### src/rtl/ahb_pkg.sv
// Shared AHB-Lite encodings and helpers for the register-file slave.
// The optional read-only upper region is enabled with AHB_SLV_RO_REGION_EN.
package ahb_pkg;

  typedef enum logic [1:0] {
    HTRANS_IDLE   = 2'd0,
    HTRANS_BUSY   = 2'd1,
    HTRANS_NONSEQ = 2'd2,
    HTRANS_SEQ    = 2'd3
  } htrans_e;

  localparam logic [2:0] HSIZE_BYTE  = 3'd0;
  localparam logic [2:0] HSIZE_HALF  = 3'd1;
  localparam logic [2:0] HSIZE_WORD  = 3'd2;
  localparam logic [2:0] HSIZE_DWORD = 3'd3;

  localparam logic HRESP_OKAY  = 1'b0;
  localparam logic HRESP_ERROR = 1'b1;

  typedef enum logic [2:0] {
    ST_IDLE,
    ST_WAIT,
    ST_OKAY,
    ST_ERR1,
    ST_ERR2
  } state_e;

  // Number of byte-offset address bits inside one data word.
  function automatic int lane_lsb(input int data_width);
    return $clog2(data_width / 8);
  endfunction

endpackage

### src/rtl/ahb_byte_lane_mask.sv
// Byte-lane write strobes from HSIZE and the low address bits of the beat.
module ahb_byte_lane_mask
  import ahb_pkg::*;
#(
  parameter  int DATA_WIDTH = 32,
  localparam int NB         = DATA_WIDTH / 8,
  localparam int LSB        = lane_lsb(DATA_WIDTH),
  localparam int LO_W       = (LSB == 0) ? 1 : LSB
) (
  input  logic [2:0]      size,
  input  logic [LO_W-1:0] addr_lo,
  output logic [NB-1:0]   strb
);

  int nbytes;
  int base;

  always_comb begin
    // NOTE: every variable gets a default first so no path infers a latch.
    nbytes = 0;
    strb   = '0;
    case (size)
      HSIZE_BYTE:  nbytes = 1;
      HSIZE_HALF:  nbytes = 2;
      HSIZE_WORD:  nbytes = 4;
      HSIZE_DWORD: nbytes = 8;
      default:     nbytes = 0;
    endcase
    // Masking with NB-1 keeps an 8-bit bus (no offset bits) on lane 0.
    base = int'(addr_lo) & (NB - 1);
    for (int i = 0; i < NB; i++) begin
      if (i >= base && i < base + nbytes) strb[i] = 1'b1;
    end
  end

endmodule

### src/rtl/ahb_regfile_slave.sv
// AHB-Lite slave with an integrated register file, wait states and 2-cycle ERROR.
// Define AHB_SLV_RO_REGION_EN to make the upper half of the registers read-only.
module ahb_regfile_slave
  import ahb_pkg::*;
#(
  parameter int ADDR_WIDTH  = 8,
  parameter int DATA_WIDTH  = 32,
  parameter int DEPTH       = 16,
  parameter int WAIT_STATES = 0
) (
  input  logic                  HCLK,
  input  logic                  HRESETn,
  input  logic                  HSEL,
  input  logic [ADDR_WIDTH-1:0] HADDR,
  input  logic                  HWRITE,
  input  logic [2:0]            HSIZE,
  input  logic [2:0]            HBURST,
  input  logic [1:0]            HTRANS,
  input  logic [DATA_WIDTH-1:0] HWDATA,
  input  logic                  HREADY,
  output logic                  HREADYOUT,
  output logic                  HRESP,
  output logic [DATA_WIDTH-1:0] HRDATA
);

  localparam int NB     = DATA_WIDTH / 8;
  localparam int LSB    = lane_lsb(DATA_WIDTH);
  localparam int LO_W   = (LSB == 0) ? 1 : LSB;
  localparam int IDX_W  = ADDR_WIDTH - LSB;
  localparam int RIDX_W = (DEPTH > 1) ? $clog2(DEPTH) : 1;

  state_e                state, state_n, start_state;
  logic [3:0]            wait_cnt;
  logic                  write_q;
  logic [2:0]            size_q;
  logic [LO_W-1:0]       lo_q;
  logic [RIDX_W-1:0]     idx_q;
  logic [IDX_W-1:0]      idx_full;
  logic [ADDR_WIDTH-1:0] align_mask;
  logic                  accept, take, illegal, do_write;
  logic [NB-1:0]         strb;
  logic [DATA_WIDTH-1:0] regs [DEPTH];

  // Burst type and the NONSEQ/SEQ distinction do not affect behaviour.
  logic unused_inputs;
  assign unused_inputs = ^{HBURST, HTRANS[0]};

  assign idx_full   = HADDR[ADDR_WIDTH-1:LSB];
  assign align_mask = ADDR_WIDTH'((32'd1 << HSIZE) - 32'd1);
  assign accept     = HSEL && HREADY && HTRANS[1];
  // A new address phase can only land while no data phase is stalling.
  assign take       = accept && (state inside {ST_IDLE, ST_OKAY, ST_ERR2});
  assign do_write   = (state == ST_OKAY) && write_q;

  always_comb begin
    illegal = (32'(idx_full) >= 32'(DEPTH))
           || (32'(HSIZE) > 32'(LSB))
           || ((HADDR & align_mask) != '0);
`ifdef AHB_SLV_RO_REGION_EN
    if (HWRITE && (32'(idx_full) >= 32'(DEPTH / 2))) illegal = 1'b1;
`endif
    if (illegal)              start_state = ST_ERR1;
    else if (WAIT_STATES > 0) start_state = ST_WAIT;
    else                      start_state = ST_OKAY;
  end

  // State register
  always_ff @(posedge HCLK or negedge HRESETn) begin
    // NOTE: sequential state uses non-blocking assignments so every flop
    // samples pre-edge values regardless of process ordering.
    if (!HRESETn) state <= ST_IDLE;
    else          state <= state_n;
  end

  // Next-state logic
  always_comb begin
    state_n = state;
    case (state)
      ST_IDLE, ST_OKAY, ST_ERR2: state_n = take ? start_state : ST_IDLE;
      ST_WAIT:                   if (wait_cnt == '0) state_n = ST_OKAY;
      ST_ERR1:                   state_n = ST_ERR2;
      default:                   state_n = ST_IDLE;
    endcase
  end

  // Output logic
  always_comb begin
    HREADYOUT = !(state inside {ST_WAIT, ST_ERR1});
    HRESP     = (state inside {ST_ERR1, ST_ERR2}) ? HRESP_ERROR : HRESP_OKAY;
    HRDATA    = '0;
    if (state == ST_OKAY && !write_q) HRDATA = regs[idx_q];
  end

  // Wait counter: loaded on entry to WAIT, ends the stall when it reaches zero.
  always_ff @(posedge HCLK or negedge HRESETn) begin
    if (!HRESETn)                                   wait_cnt <= '0;
    else if (state_n == ST_WAIT && state != ST_WAIT) wait_cnt <= 4'(WAIT_STATES - 1);
    else if (state == ST_WAIT)                      wait_cnt <= wait_cnt - 4'd1;
  end

  always_ff @(posedge HCLK or negedge HRESETn) begin
    if (!HRESETn) begin
      write_q <= 1'b0;
      size_q  <= '0;
      lo_q    <= '0;
      idx_q   <= '0;
    end else if (take) begin
      write_q <= HWRITE;
      size_q  <= HSIZE;
      lo_q    <= HADDR[LO_W-1:0];
      idx_q   <= idx_full[RIDX_W-1:0];
    end
  end

  ahb_byte_lane_mask #(.DATA_WIDTH(DATA_WIDTH)) u_mask (
    .size    (size_q),
    .addr_lo (lo_q),
    .strb    (strb)
  );

  // Writes commit at the edge that ends the OKAY data phase, so a pipelined
  // read of the same register in the next beat already sees the new value.
  always_ff @(posedge HCLK or negedge HRESETn) begin
    // NOTE: this bank is flops with a defined reset value, not a RAM macro,
    // so clearing every entry on reset is intended.
    if (!HRESETn) begin
      for (int r = 0; r < DEPTH; r++) regs[r] <= '0;
    end else if (do_write) begin
      for (int b = 0; b < NB; b++) begin
        if (strb[b]) regs[idx_q][8*b +: 8] <= HWDATA[8*b +: 8];
      end
    end
  end

endmodule

### config.mk
export PLATFORM = sky130hd
export DESIGN_NAME = ahb_regfile_slave
export DESIGN_NICKNAME = d
export VERILOG_FILES = /design/src/rtl/ahb_pkg.sv /design/src/rtl/ahb_byte_lane_mask.sv /design/src/rtl/ahb_regfile_slave.sv
export SDC_FILE = /design/constraint.sdc
export NUM_CORES = 1
export LEC_CHECK = 0
export BUFFER_PORTS_ARGS = -buffer_cell sky130_fd_sc_hd__buf_2
export CAP_MARGIN = 5
export CELL_PAD_IN_SITES_DETAIL_PLACEMENT = 1
export CELL_PAD_IN_SITES_GLOBAL_PLACEMENT = 2
export CORE_ASPECT_RATIO = 0.7
export CORE_MARGIN = 2
export CORE_UTILIZATION = 40
export DETAILED_ROUTE_END_ITERATION = 8
export PLACE_DENSITY_LB_ADDON = 0.15
export SETUP_SLACK_MARGIN = 0.02
export SLEW_MARGIN = 40
export SYNTH_ARGS = -nofsm -noshare
export SYNTH_HDL_FRONTEND = slang
export SYNTH_SLANG_ARGS = --single-unit
### constraint.sdc
create_clock -name HCLK -period 3 [get_ports HCLK]
set_clock_uncertainty 0.2 [all_clocks]
set_input_delay 0.15 -clock HCLK [delete_from_list [all_inputs] [get_ports HCLK]]
set_output_delay 0.15 -clock HCLK [all_outputs]
set_load 0.05 [all_outputs]
Yosys cells after proc, flatten, opt, wreduce, memory -nomap -nowiden. Index checks and enable logic that the tools add are counted.

Register bits after elaboration: 529. Input port bits: 53. Output and inout port bits: 34. Logic and storage cells: 108.

Add/subtract/negate cells: 3. $lt $le $gt $ge: 12. Equal/unequal tests: 9. Shift-type cells: 1. Muxes and demuxes: 35. Bitwise logic cells: 2. Reductions and logical operators: 24.

Operators with widths (number): 2-to-1 mux 512 bit (7); bitwise mux 512 bit (4); demux 32 bit (select 4 bit) (4); binary-select mux 32 bit (select 4 bit) (1); 2-to-1 mux 32 bit (4); < comparator 3 x 32 -> 1 bit (first input constant) (2); < comparator 1 x 32 -> 1 bit (first input constant) (1); < comparator 2 x 32 -> 1 bit (first input constant) (1); 2-to-1 mux 24 bit (1); 2-to-1 mux 16 bit (1); case mux 4 bit (4 select lines) (1); == test 3 x 2 -> 1 bit (second input constant) (4); logical AND 1 bit (11); == test 3 x 1 -> 1 bit (second input constant) (3); case mux 3 bit (3 select lines) (1); bitwise AND 8 bit (1); 2-to-1 mux 4 bit (2); 2-to-1 mux 8 bit (1); nonzero test 8 bit (1); << shifter 1 x 3 -> 8 bit (first input constant) (1); subtractor 8 x 1 -> 8 bit (second input constant) (1); greater-or-equal comparator 6 x 5 -> 1 bit (second input constant) (1); logical NOT 3 bit (2); 2-to-1 mux 1 bit (6); 18 further kinds (24).

Depth between registers and ports, before layout. Gate-level depths: netlist of the first run.

Depth in word-level cells: 16. Gate-level depth with buffers: 11. Mapped depth without buffers: 9.

Cells and area by module. Synthesis of the first run repeated with hierarchy kept, for this count alone.

Cells, all modules: 1552. Area, all modules: 24438.4 µm².

Modules (own cells, without submodules): ahb_regfile_slave (times used 1, cells each 1533, area an instance 24299.6 µm², seq. area each 13237.7 µm²); ahb_byte_lane_mask (times used 1, cells each 19, area an instance 138.9 µm², seq. area each 0.0 µm²).

Worst setup path after synthesis of the first run. Ideal clock, no wire load.

Path type: register to register. Start point: reg size_q[0]. End point: reg regs[10] (netlist name). Library setup time: 125 ps. Data arrival time: 2504 ps. Required time: 2675 ps. Path slack: 171 ps. Stages on the path, launching flop included: 11. Path buffers: 1. Clock period less this slack: 2829 ps. Path through: dfrtp_1 nor3_1 ha_1 inv_1 fa_1 nor4b_1 nand3_1 nand3_2 buf_6 nor2_4 mux2_2.

Longest elaborated chain between the ends: 16. Elaborated cells on any way between the ends: 28. Those cells by class: add/sub: 1; order compare: 4; eq/ne: 3; mux: 15; reduce/logical: 5.

RTL lines: start, declared (line ahb_regfile_slave.sv:35) `logic [2:0] size_q;`; start signal, assigned (line ahb_regfile_slave.sv:104) `size_q <= '0;`; start signal, assigned (line ahb_regfile_slave.sv:109) `size_q <= HSIZE;`; == test 3 x 2 -> 1 bit (tied with other cells) (line ahb_byte_lane_mask.sv:22) `case (size)`; case mux 4 bit (4 select lines) (*) (line ahb_byte_lane_mask.sv:22); adder 2 x 4 -> 5 bit (*) (line ahb_byte_lane_mask.sv:32) `if (i >= base && i < base + nbytes) strb[i] = 1'b1;`; < comparator 1 x 32 -> 1 bit (line ahb_byte_lane_mask.sv:32); logical AND 1 bit (line ahb_byte_lane_mask.sv:32); 2-to-1 mux 1 bit (line ahb_byte_lane_mask.sv:32); 2-to-1 mux 512 bit (line ahb_regfile_slave.sv:130) `if (strb[b]) regs[idx_q][8*b +: 8] <= HWDATA[8*b +: 8];`; 2-to-1 mux 512 bit (line ahb_regfile_slave.sv:128) `end else if (do_write) begin`; bitwise mux 512 bit (line ahb_regfile_slave.sv:130); 2-to-1 mux 512 bit (line ahb_regfile_slave.sv:130); 2-to-1 mux 512 bit (line ahb_regfile_slave.sv:128); bitwise mux 512 bit (line ahb_regfile_slave.sv:130); 2-to-1 mux 512 bit (line ahb_regfile_slave.sv:130); 2-to-1 mux 512 bit (line ahb_regfile_slave.sv:128); bitwise mux 512 bit (line ahb_regfile_slave.sv:130); 2-to-1 mux 512 bit (*) (line ahb_regfile_slave.sv:130); end signal, assigned by index (line ahb_regfile_slave.sv:130); end, declared (line ahb_regfile_slave.sv:42) `logic [DATA_WIDTH-1:0] regs [DEPTH];`.

Mark *: on every way between the ends. The rest lies on a longest branch, timed or not. The select of a mux whose other input is x is not followed. A chain may end at the register's enable or synchronous reset.

Worst setup path in the final report of the first run.
Start point: reg size_q[0]. End point: reg regs[224] (netlist name).

The elaborated chain is that of the path after synthesis.

==> flow_summary.yaml, run 1 <==
hold_path:
  hold_end: "state[1]"
  hold_start: "HREADY"
  hold_path.class: "primary input to flop"
  holdPathStages: 4
grt:
  grt_pass1_vias: 17634
  grt-ovfl-total: 0
  grt_use_total_pct: 24.43
  antenna_found_initial: 2
  grt_max_degree: 99
  grt_pass1_wl_um: 115600
critical_path:
  critPathMaxFanout: 8
  max_stage_delay_ps: 560
  cp.arrival_ps: 3430
  critPathLaunchType: "flop"
  rr_startpoint: "size_q[0]"
  crit_family: "simple AND/OR/NAND/NOR gates"
  path_buf_inv: 3
  end_kind: "flop"
  rrSetupSlack_ps: -90
  r2r_cells: 11
  crit_type: "flop to flop"
  required_ps: 3340
  crit_chain: "nor3_2 > ha_2 > inv_2 > fa_2 > buf_6 > nand2b_4 > or4_4 > buf_12 > and2_4 > nand2_2 > o2bb2ai_1"
  cp_slowest_cell: "fa_2"
  rr_endpoint: "regs[224]"
synth:
  synth_ff_type: "dfrtp_1"
  yosysUniqueCellTypes: 53
  seq_area_frac_synth_pct: 54.36
  syn_inst: 1819
  synth-seq-cells: 529
  synth.top_cells.by_area: "dfrtp_1 54%, mux4_2 12%, mux2_2 12%"
  yosys_warnings: 0
  synthMuxAreaShare_pct: 24.14
  synth-edff-count: 0
  synth_fa_ha_area_share_pct: 0.2363
  syn-cell-area_mm2: 0.02435
  yosys.area_share.simple_pct: 6.104
  synth.top_cell.area_share_pct: 54.36
  synth_compound_area_share_pct: 11.66
  yosys.area.top_type: "dfrtp_1"
  synth_xor_area_share_pct: 0.1079
  synth.most_common_cell: "dfrtp_1"
  syn_nets: 1876
  synthArstFlopShare_pct: 100.0
  syn_area_per_cell_um2: 13.39
  synth_top_family_by_area: "multiplexers"
  netlist_top_cells_count: "529 x dfrtp_1, 313 x o21ai_0, 253 x mux2_2"
timing:
  min_period_over_period_pct: 103.0
  tightest_slew_ps: 560.3
  fin_crit_ps: 3089
  setup_viol: 204
  fin_tns_setup_ps: -4992
  rsz0062_at_grt: "yes"
  final_hold_viol_count: 0
  drv_slew: 0
  fin_ws_ps: -88.72
  fmax_mhz: 323.8
  slew_headroom_pct: 62.40
  hold_ws_ps: 98.87
finish:
  fillers: 5875
  syn_to_final_growth_pct: 27.16
  final_nets: 2080
  drive_gt1_share_pct: 46.08
detailed_routing:
  num_vias: 16797
  postRouteAntennaNets: 0
  drc: 0
  drt_wl_total_um: 77610
  via_per_inst: 5.836
  first_pass_iters: 5
  wl_per_cell_um: 26.97
  drt_first_iter_violations: 1030
floorplanning:
  die-area_mm2: 0.06290
  die_h_um: 210.4
  core_mm2: 0.06006
  chipWidth_um: 298.9
  ios: 87
  initial_utilization_pct: 40.55
  rows: 75
placement:
  hpwl_um: 43030
  io_buffers: 82
  dp_slack_ps: -95.07
  gp_congestion: 0.7689
run_status:
  violations: "setup timing"
  outcome: "finished, violations left"
flow_run:
  drv_cap: 0
clocking:
  worstSkewPairLatency_ps: 610
  path_clk_slew_ps: 60
  numCtsBuffers: 55
  root_buffer: "clkbuf_16"
  cts_sinks: 529
  cts_tree: "done"
  htreeDepth: 2
  clock_path_buffers: 3
power:
  total_power_w: 0.02405
  p_leak_nw: 12.16
  p_per_area_mw_per_mm2: 776.5
  ir_drop_mv: 0.4904
[cells by family after synthesis]
kind of cell | count (synthesis)
mux | 394
xor+xnor | 3
compound gates | 506
flops | 529
buf+inv | 162
fa+ha+maj | 4
simple gates | 221
[flip-flops by register name, summed over array words and instances, names as in the netlist]
signal / flops
wait_cnt: 4
regs: 512
write_q: 1
lo_q: 2
idx_q: 4
state: 3
size_q: 3
[where the power goes]
part	internal, W	switching (W)	total [W]
clock	0.00405	0.00293	0.00698
sequential	0.00842	0.000786	0.00921
combinational	0.00373	0.00413	0.00785
total	0.0162	0.00785	0.0240
[timing repair]
item	4_1_cts	5_1_grt
setup buffers	29	16
pin swaps	35	99
endpoints found under the setup margin	231	458
hold endpoints to repair	1052	0
hold buffers	46	0
gates cloned	21	18
resized for setup	137	257
[how the worst max path moves through the flow]
stage | from | to | slack [ps] | depth (start not counted)
2_1_floorplan | size_q[0] | regs[10] | 170 | 10
3_3_place_gp | size_q[0] | regs[426] | -30 | 10
4_1_cts | size_q[0] | regs[355] | -70 | 11
6_report | size_q[0] | regs[224] | -90 | 11
5_1_grt | size_q[0] | regs[164] | -170 | 11
3_5_place_dp | size_q[0] | regs[330] | -100 | 10
[layout make-up]
class / count / area, µm² / share of cell area (%)
Sequential cell: 529 / 13250 / 42.78
Multi-Input combinational cell: 1143 / 11380 / 36.76
Timing Repair Buffer: 286 / 3465 / 11.19
Clock buffer: 85 / 1662 / 5.366
Tap cell: 808 / 1011 / 3.265
Clock inverter: 17 / 163.9 / 0.5293
Inverter: 8 / 30.03 / 0.09697
Antenna cell: 2 / 5.005 / 0.01616
[tightest hold or removal path: stages]
cell and delay (ps):
buf_2 80, nand4b_1 120, a21o_1 360, o21ai_0 140
[metal layers]
| layer | global-route usage, % | vias to the layer above | routed length, µm |
|---|---|---|---|
| met3 | 4.752 | 90 | 3929 |
| met5 | 0 | - | 0 |
| met2 | 36.25 | 366 | 34990 |
| met4 | 7.121 | 0 | 1613 |
| li1 | - | 7260 | - |
| met1 | 36.38 | 9081 | 37080 |
[cell usage in the layout, fill, tap and decap left out, types with 7 or more instances in the layout]
master	Yosys	routed
clkbuf_1	71	15
nand3_2	2	23
mux2_1	13	13
a22oi_1	32	15
nand2_2	14	10
nand2_8	8	24
buf_16	0	12
nand2b_1	37	30
clkbuf_8	0	13
o21ai_0	313	203
buf_2	39	49
nand2b_4	0	7
o2bb2ai_1	49	42
dfrtp_1	529	526
mux2_2	253	253
nand2_4	6	8
mux4_2	128	128
a22oi_2	0	17
buf_6	15	33
o21ai_2	7	100
clkinv_2	0	13
buf_4	2	72
buf_12	2	55
clkbuf_16	0	66
nand3_1	39	16
nor2_4	12	18
nand2_1	51	49
dlygate4sd3_1	0	45
o21ai_1	99	115
buf_8	0	9
[through the flow]
| step | utilization, % | std cells | instance area, µm² |
|---|---|---|---|
| global route | 51.55 | 2876 | 30960 |
| finish | 51.56 | 2878 | 30970 |
| detailed placement | 43.53 | 2645 | 26150 |
| floorplan | - | 1819 | 24350 |
| global placement | 43.53 | 2645 | 26150 |
| CTS | 49.59 | 2843 | 29780 |
(Power assumes the default switching activity.)
==> inputs of run 2 (changes only) <==
CAP_MARGIN = 10   (was 5)
CTS_BUF_LIST = sky130_fd_sc_hd__clkbuf_16   (was unset)
SLEW_MARGIN = 20   (was 40)
==> run 2 against run 1 <==
- critical path type unchanged
- sequential share of layout area decreased by 0.98 points
- sequential cell count unchanged
- via count decreased by 0.56%
- routed wire length increased by 0.99%
- the run still ends with setup timing left
- global-route usage decreased by 0.61 points
- sequential power increased by 0.5%
- design area increased by 2.4%
- core utilization increased by 1.2 points
- critical path depth decreased by 1
- hold slack got worse by 7.8 ps
- total power increased by 0.39%
- first-iteration DRC count decreased by 11%
==> flow_summary.yaml, run 2 (synthesis results as in run 1) <==
power:
  sequentialPowerShare_pct: 38.4
  p_switching_w: 0.008137
  power.share.clock_pct: 27.3
  p_int_w: 0.01600
  switching_share_pct: 33.71
  combPwrFrac_pct: 34.4
  ir_drop_mv: 0.4844
  p_leak_nw: 12.69
  p_per_area_mw_per_mm2: 761.5
finish:
  regMostFlops: "regs"
  antenna_cells: 0
  fin_cells: 2875
  final_common_cell: "dfrtp_1"
  drive_gt1_share_pct: 50.41
  reg_top3: "regs x512, idx_q x4, wait_cnt x4"
  syn_to_final_growth_pct: 30.16
  layout_common_cells: "525 x dfrtp_1, 243 x mux2_2, 211 x o21ai_0, 129 x o21ai_2, 128 x mux4_2"
  fin_area_mm2: 0.03170
  final_nets: 2079
  largest_reg_flops: 512
critical_path:
  crit_type: "flop to flop"
  cp_slowest_cell: "fa_2"
  path_buf_inv: 2
  critPathLaunchType: "flop"
  rr_endpoint: "regs[450]"
  r2r_cells: 10
  cp.arrival_ps: 3300
  critPathMaxFanout: 8
  max_stage_delay_ps: 550
  crit_family: "simple AND/OR/NAND/NOR gates"
  cp-startpoint: "size_q[0]"
  crit_cells: 10
  required_ps: 3270
  cp-endpoint: "regs[450]"
  rr_startpoint: "size_q[0]"
  rrSetupSlack_ps: -30
  end_kind: "flop"
  crit_chain: "nor3_2 > ha_2 > inv_2 > fa_2 > buf_6 > nand2b_4 > or4_4 > and2_4 > nand2_8 > o21ai_0"
detailed_routing:
  first_pass_iters: 5
  drt_first_iter_violations: 917
  via_per_inst: 5.810
  drc: 0
  num_vias: 16703
  drt_wl_total_um: 78380
  wl_per_cell_um: 27.26
  postRouteAntennaNets: 0
floorplanning:
  die_h_um: 210.4
  core_mm2: 0.06006
  initial_utilization_pct: 40.55
  die-area_mm2: 0.06290
  ios: 87
  rows: 75
  chipWidth_um: 298.9
clocking:
  htreeDepth: 2
  cts_tree: "done"
  cts_sinks: 529
  numCtsBuffers: 55
  clock_path_buffers: 3
  path_clk_slew_ps: 60
  worstSkewPairLatency_ps: 600
  root_buffer: "clkbuf_16"
placement:
  gp_congestion: 0.7689
  dp_cells: 2645
  io_buffers: 82
  placed_cell_area_mm2: 0.02615
  hpwl_um: 43030
run_status:
  outcome: "finished, violations left"
  violations: "setup timing"
grt:
  grt-ovfl-total: 0
  antenna_found_initial: 1
  grt_pass1_vias: 17545
  grt_pass1_wl_um: 113500
  grt_max_degree: 99
  grt_use_total_pct: 23.82
timing:
  final_hold_viol_count: 0
  fin_tns_setup_ps: -301.9
  min_period_over_period_pct: 101.1
  hold_ws_ps: 91.10
  tightest_slew_ps: 925.2
  setup_viol: 30
  drv_slew: 0
  fin_ws_ps: -32.20
  fin_crit_ps: 3032
  rsz0062_at_grt: "yes"
  slew_headroom_pct: 38.28
  fmax_mhz: 329.8
hold_path:
  hold_path.class: "primary input to flop"
flow_run:
  drv_cap: 0
run 2: cell count changes in the layout (fill, tap and decap cells not counted), sizes merged:
cell,before,now
diode,2,0
clkinv,14,27
bufbuf,2,0
buf,230,226
inv,8,23
clkbuf,94,70
nand2,91,92
run 2: layout make-up:
class                           count  area [µm²]
Timing Repair Buffer              284        3523
Clock buffer                       57        1426
Fill cell                        5802       28360
Tap cell                          808        1011
Inverter                            8       30.03
Multi-Input combinational cell   1144       12190
Sequential cell                   529       13250
Clock inverter                     45       269.0
run 2: worst min-delay path by stage:
stage                     cells after the start        end  slack (ps)  startpoint
after global placement                        1  regs[308]         -30     HRESETn
after detailed placement                      1  regs[304]         -20     HRESETn
after floorplan                               0   idx_q[0]        -350     HRESETn
after CTS                                     4   state[1]          50      HREADY
final                                         4   state[1]          90      HREADY
after global routing                          3  regs[119]         110     HRESETn
run 2: routing by layer:
layer,global-route usage [%],vias up,part of all wire [%]
li1,-,7264,-
met1,35.15,9032,47
met2,35.99,307,46
met3,4.618,98,4.6
met4,6.379,2,2.2
met5,0,-,0.017
run 2: through the flow:
step / power (W) / utilization [%] / setup WS, ps
floorplan: 0.01348 / - / 171.0
global placement: 0.01563 / 43.53 / -30.18
detailed placement: 0.01585 / 43.53 / -95.07
CTS: 0.02329 / 49.10 / -37.51
global route: 0.02535 / 52.78 / -123.8
finish: 0.02414 / 52.78 / -32.20
run 2: timing repair:
item,CTS,global route
buffers inserted,23,23
hold endpoints to repair,1052,0
hold buffers,46,0
setup endpoints to repair,224,461
gates resized for setup,152,401
gates cloned,13,26
pin swaps,24,129
run 2: power groups by stage:
stage / registers (W) / clock network (W) / logic (W)
after floorplan: 0.00894 / 0 / 0.00454
after global placement: 0.00927 / 0 / 0.00637
after detailed placement: 0.00933 / 0 / 0.00652
after CTS: 0.00918 / 0.00675 / 0.00736
after global routing: 0.00942 / 0.00707 / 0.00886
final: 0.00926 / 0.00658 / 0.00830
run 2: tightest hold or removal path: cells and delay by family:
kind                   cells  cell delay (ps)
AOI/OAI and AO/OA          2              500
buffers and inverters      1               80
and+or+nand+nor            1              110
==> inputs of run 3 (changes only) <==
==> constraint.sdc (replaced) <==
create_clock -name HCLK -period 3 [get_ports HCLK]
set_clock_uncertainty 0.2 [all_clocks]
set_input_delay 0.3 -clock HCLK [delete_from_list [all_inputs] [get_ports HCLK]]
set_output_delay 0.3 -clock HCLK [all_outputs]
set_load 0.05 [all_outputs]
==> run 3 against run 2 <==
- the run still ends with setup timing left
- routed wire length rose by 3.8%
- clock-buffer cell count stayed put
- largest cell class unchanged
- total power increased by 2.4%
- sequential power rose by 0.6%
==> flow_summary.yaml, run 3 (synthesis results as in run 1) <==
finish:
  fin_area_mm2: 0.03243
  largest_reg_flops: 512
  drive_gt1_share_pct: 53.03
  reg_top3: "regs x512, idx_q x4, wait_cnt x4"
  regMostFlops: "regs"
  layout_common_cells: "526 x dfrtp_1, 253 x mux2_2, 175 x o21ai_2, 143 x o21ai_0, 128 x mux4_2"
  final_common_cell: "dfrtp_1"
  syn_to_final_growth_pct: 33.15
  antenna_cells: 0
  final_nets: 2124
  utilization_pct: 53.99
timing:
  min_period_over_period_pct: 105.5
  tightest_slew_ps: 906.6
  slew_headroom_pct: 39.00
  fin_tns_setup_ps: -25440
  fin_crit_ps: 3165
  final_hold_viol_count: 0
  hold_ws_ps: 84.94
  drv_slew: 0
  fin_ws_ps: -164.8
  fmax_mhz: 316.0
  setup_viol: 279
  rsz0062_at_grt: "yes"
power:
  ir_drop_mv: 0.3891
  p_per_area_mw_per_mm2: 762.3
  p_leak_nw: 12.74
  total_power_w: 0.02472
critical_path:
  cp.arrival_ps: 3440
  required_ps: 3280
  critPathLaunchType: "flop"
  critPathMaxFanout: 8
  crit_type: "flop to flop"
  end_kind: "flop"
floorplanning:
  die_h_um: 210.4
  initial_utilization_pct: 40.55
  rows: 75
  chipWidth_um: 298.9
  die-area_mm2: 0.06290
  ios: 87
  core_mm2: 0.06006
flow_run:
  drv_cap: 0
clocking:
  clock_path_buffers: 3
  path_clk_slew_ps: 60
  worstSkewPairLatency_ps: 610
  root_buffer: "clkbuf_16"
  numCtsBuffers: 54
  cts_tree: "done"
  htreeDepth: 2
  cts_sinks: 529
grt:
  grt_pass1_vias: 18485
  grt-ovfl-total: 0
  grt_max_degree: 80
  antenna_found_initial: 1
  grt_pass1_wl_um: 120500
  grt_use_total_pct: 25.43
detailed_routing:
  wl_per_cell_um: 27.87
  postRouteAntennaNets: 0
  drt_wl_total_um: 81320
  drc: 0
  first_pass_iters: 4
  via_per_inst: 5.923
  drt_first_iter_violations: 1122
  num_vias: 17284
placement:
  gp_congestion: 0.7659
  io_buffers: 82
  hpwl_um: 42840
  placed_cell_area_mm2: 0.02626
run_status:
  violations: "setup timing"
  outcome: "finished, violations left"
hold_path:
  hold_path.class: "primary input to async pin"
-- run 3: cell types whose count changed in the layout (fill, tap and decap cells not counted), moves of 9 or more --
cell / previous run / this run
o21ai_1: 78 / 94
nand2b_1: 10 / 36
buf_12: 52 / 64
buf_6: 18 / 35
o21ai_2: 129 / 175
buf_4: 68 / 82
nand3_4: 16 / 7
o21ai_0: 211 / 143
mux2_2: 243 / 253
nand2b_4: 27 / 1
mux2_4: 10 / 0
-- run 3: cell type report --
class,count,area (µm²)
Multi-Input combinational cell,1145,12210
Inverter,8,30.03
Fill cell,5712,27630
Sequential cell,529,13250
Clock inverter,42,290.3
Tap cell,808,1011
Timing Repair Buffer,329,4210
Clock buffer,57,1426
-- run 3: worst paths after layout --
kind | from | to | slack [ps] | cells after the start
max in group asynchronous | HRESETn | regs[415] | 1570 | 3
min in group HCLK | HREADY | state[1] | 210 | 4
worst max-delay path | size_q[2] | regs[340] | -160 | 13
worst max register to register | size_q[2] | regs[340] | -160 | 13
worst min-delay path | HRESETn | regs[496] | 80 | 2
worst min register to register | wait_cnt[3] | wait_cnt[3] | 270 | 1
-- run 3: worst max-delay path: stages, from the launching register on --
cell,delay [ps]
dfrtp_1,410
nor3_4,220
ha_2,210
inv_2,40
fa_2,540
buf_6,120
buf_6,90
nor2b_4,30
or4_4,430
and2_4,200
buf_12,160
buf_12,160
nand2_8,110
o21ai_1,100
-- run 3: where the power goes --
part	switching (W)	internal, W
Clock	0.00295	0.00375
Sequential	0.000902	0.00842
Combinational	0.00449	0.00420
Total	0.00834	0.0164
-- run 3: repair_timing --
item / CTS / global route
setup buffers: 57 / 22
hold buffers: 45 / 0
setup endpoints to repair: 515 / 537
resized for setup: 358 / 296
pin swaps: 136 / 113
cloned: 35 / 18
endpoints found under the hold margin: 580 / 0
-- run 3: routing by layer --
layer,vias up,part of all wire (%),track usage (%)
met5,-,0,0
met4,0,2.2,6.121
met3,131,5.2,4.958
met2,416,47,39.43
met1,9344,46,36.95
li1,7393,-,-
-- run 3: metrics by stage --
step	std cells	setup slack (ps)
CTS	2885	-155.5
floorplan	1819	171.0
global route	2918	-252.3
global placement	2650	-196.3
detailed placement	2650	-244.6
finish	2918	-164.8
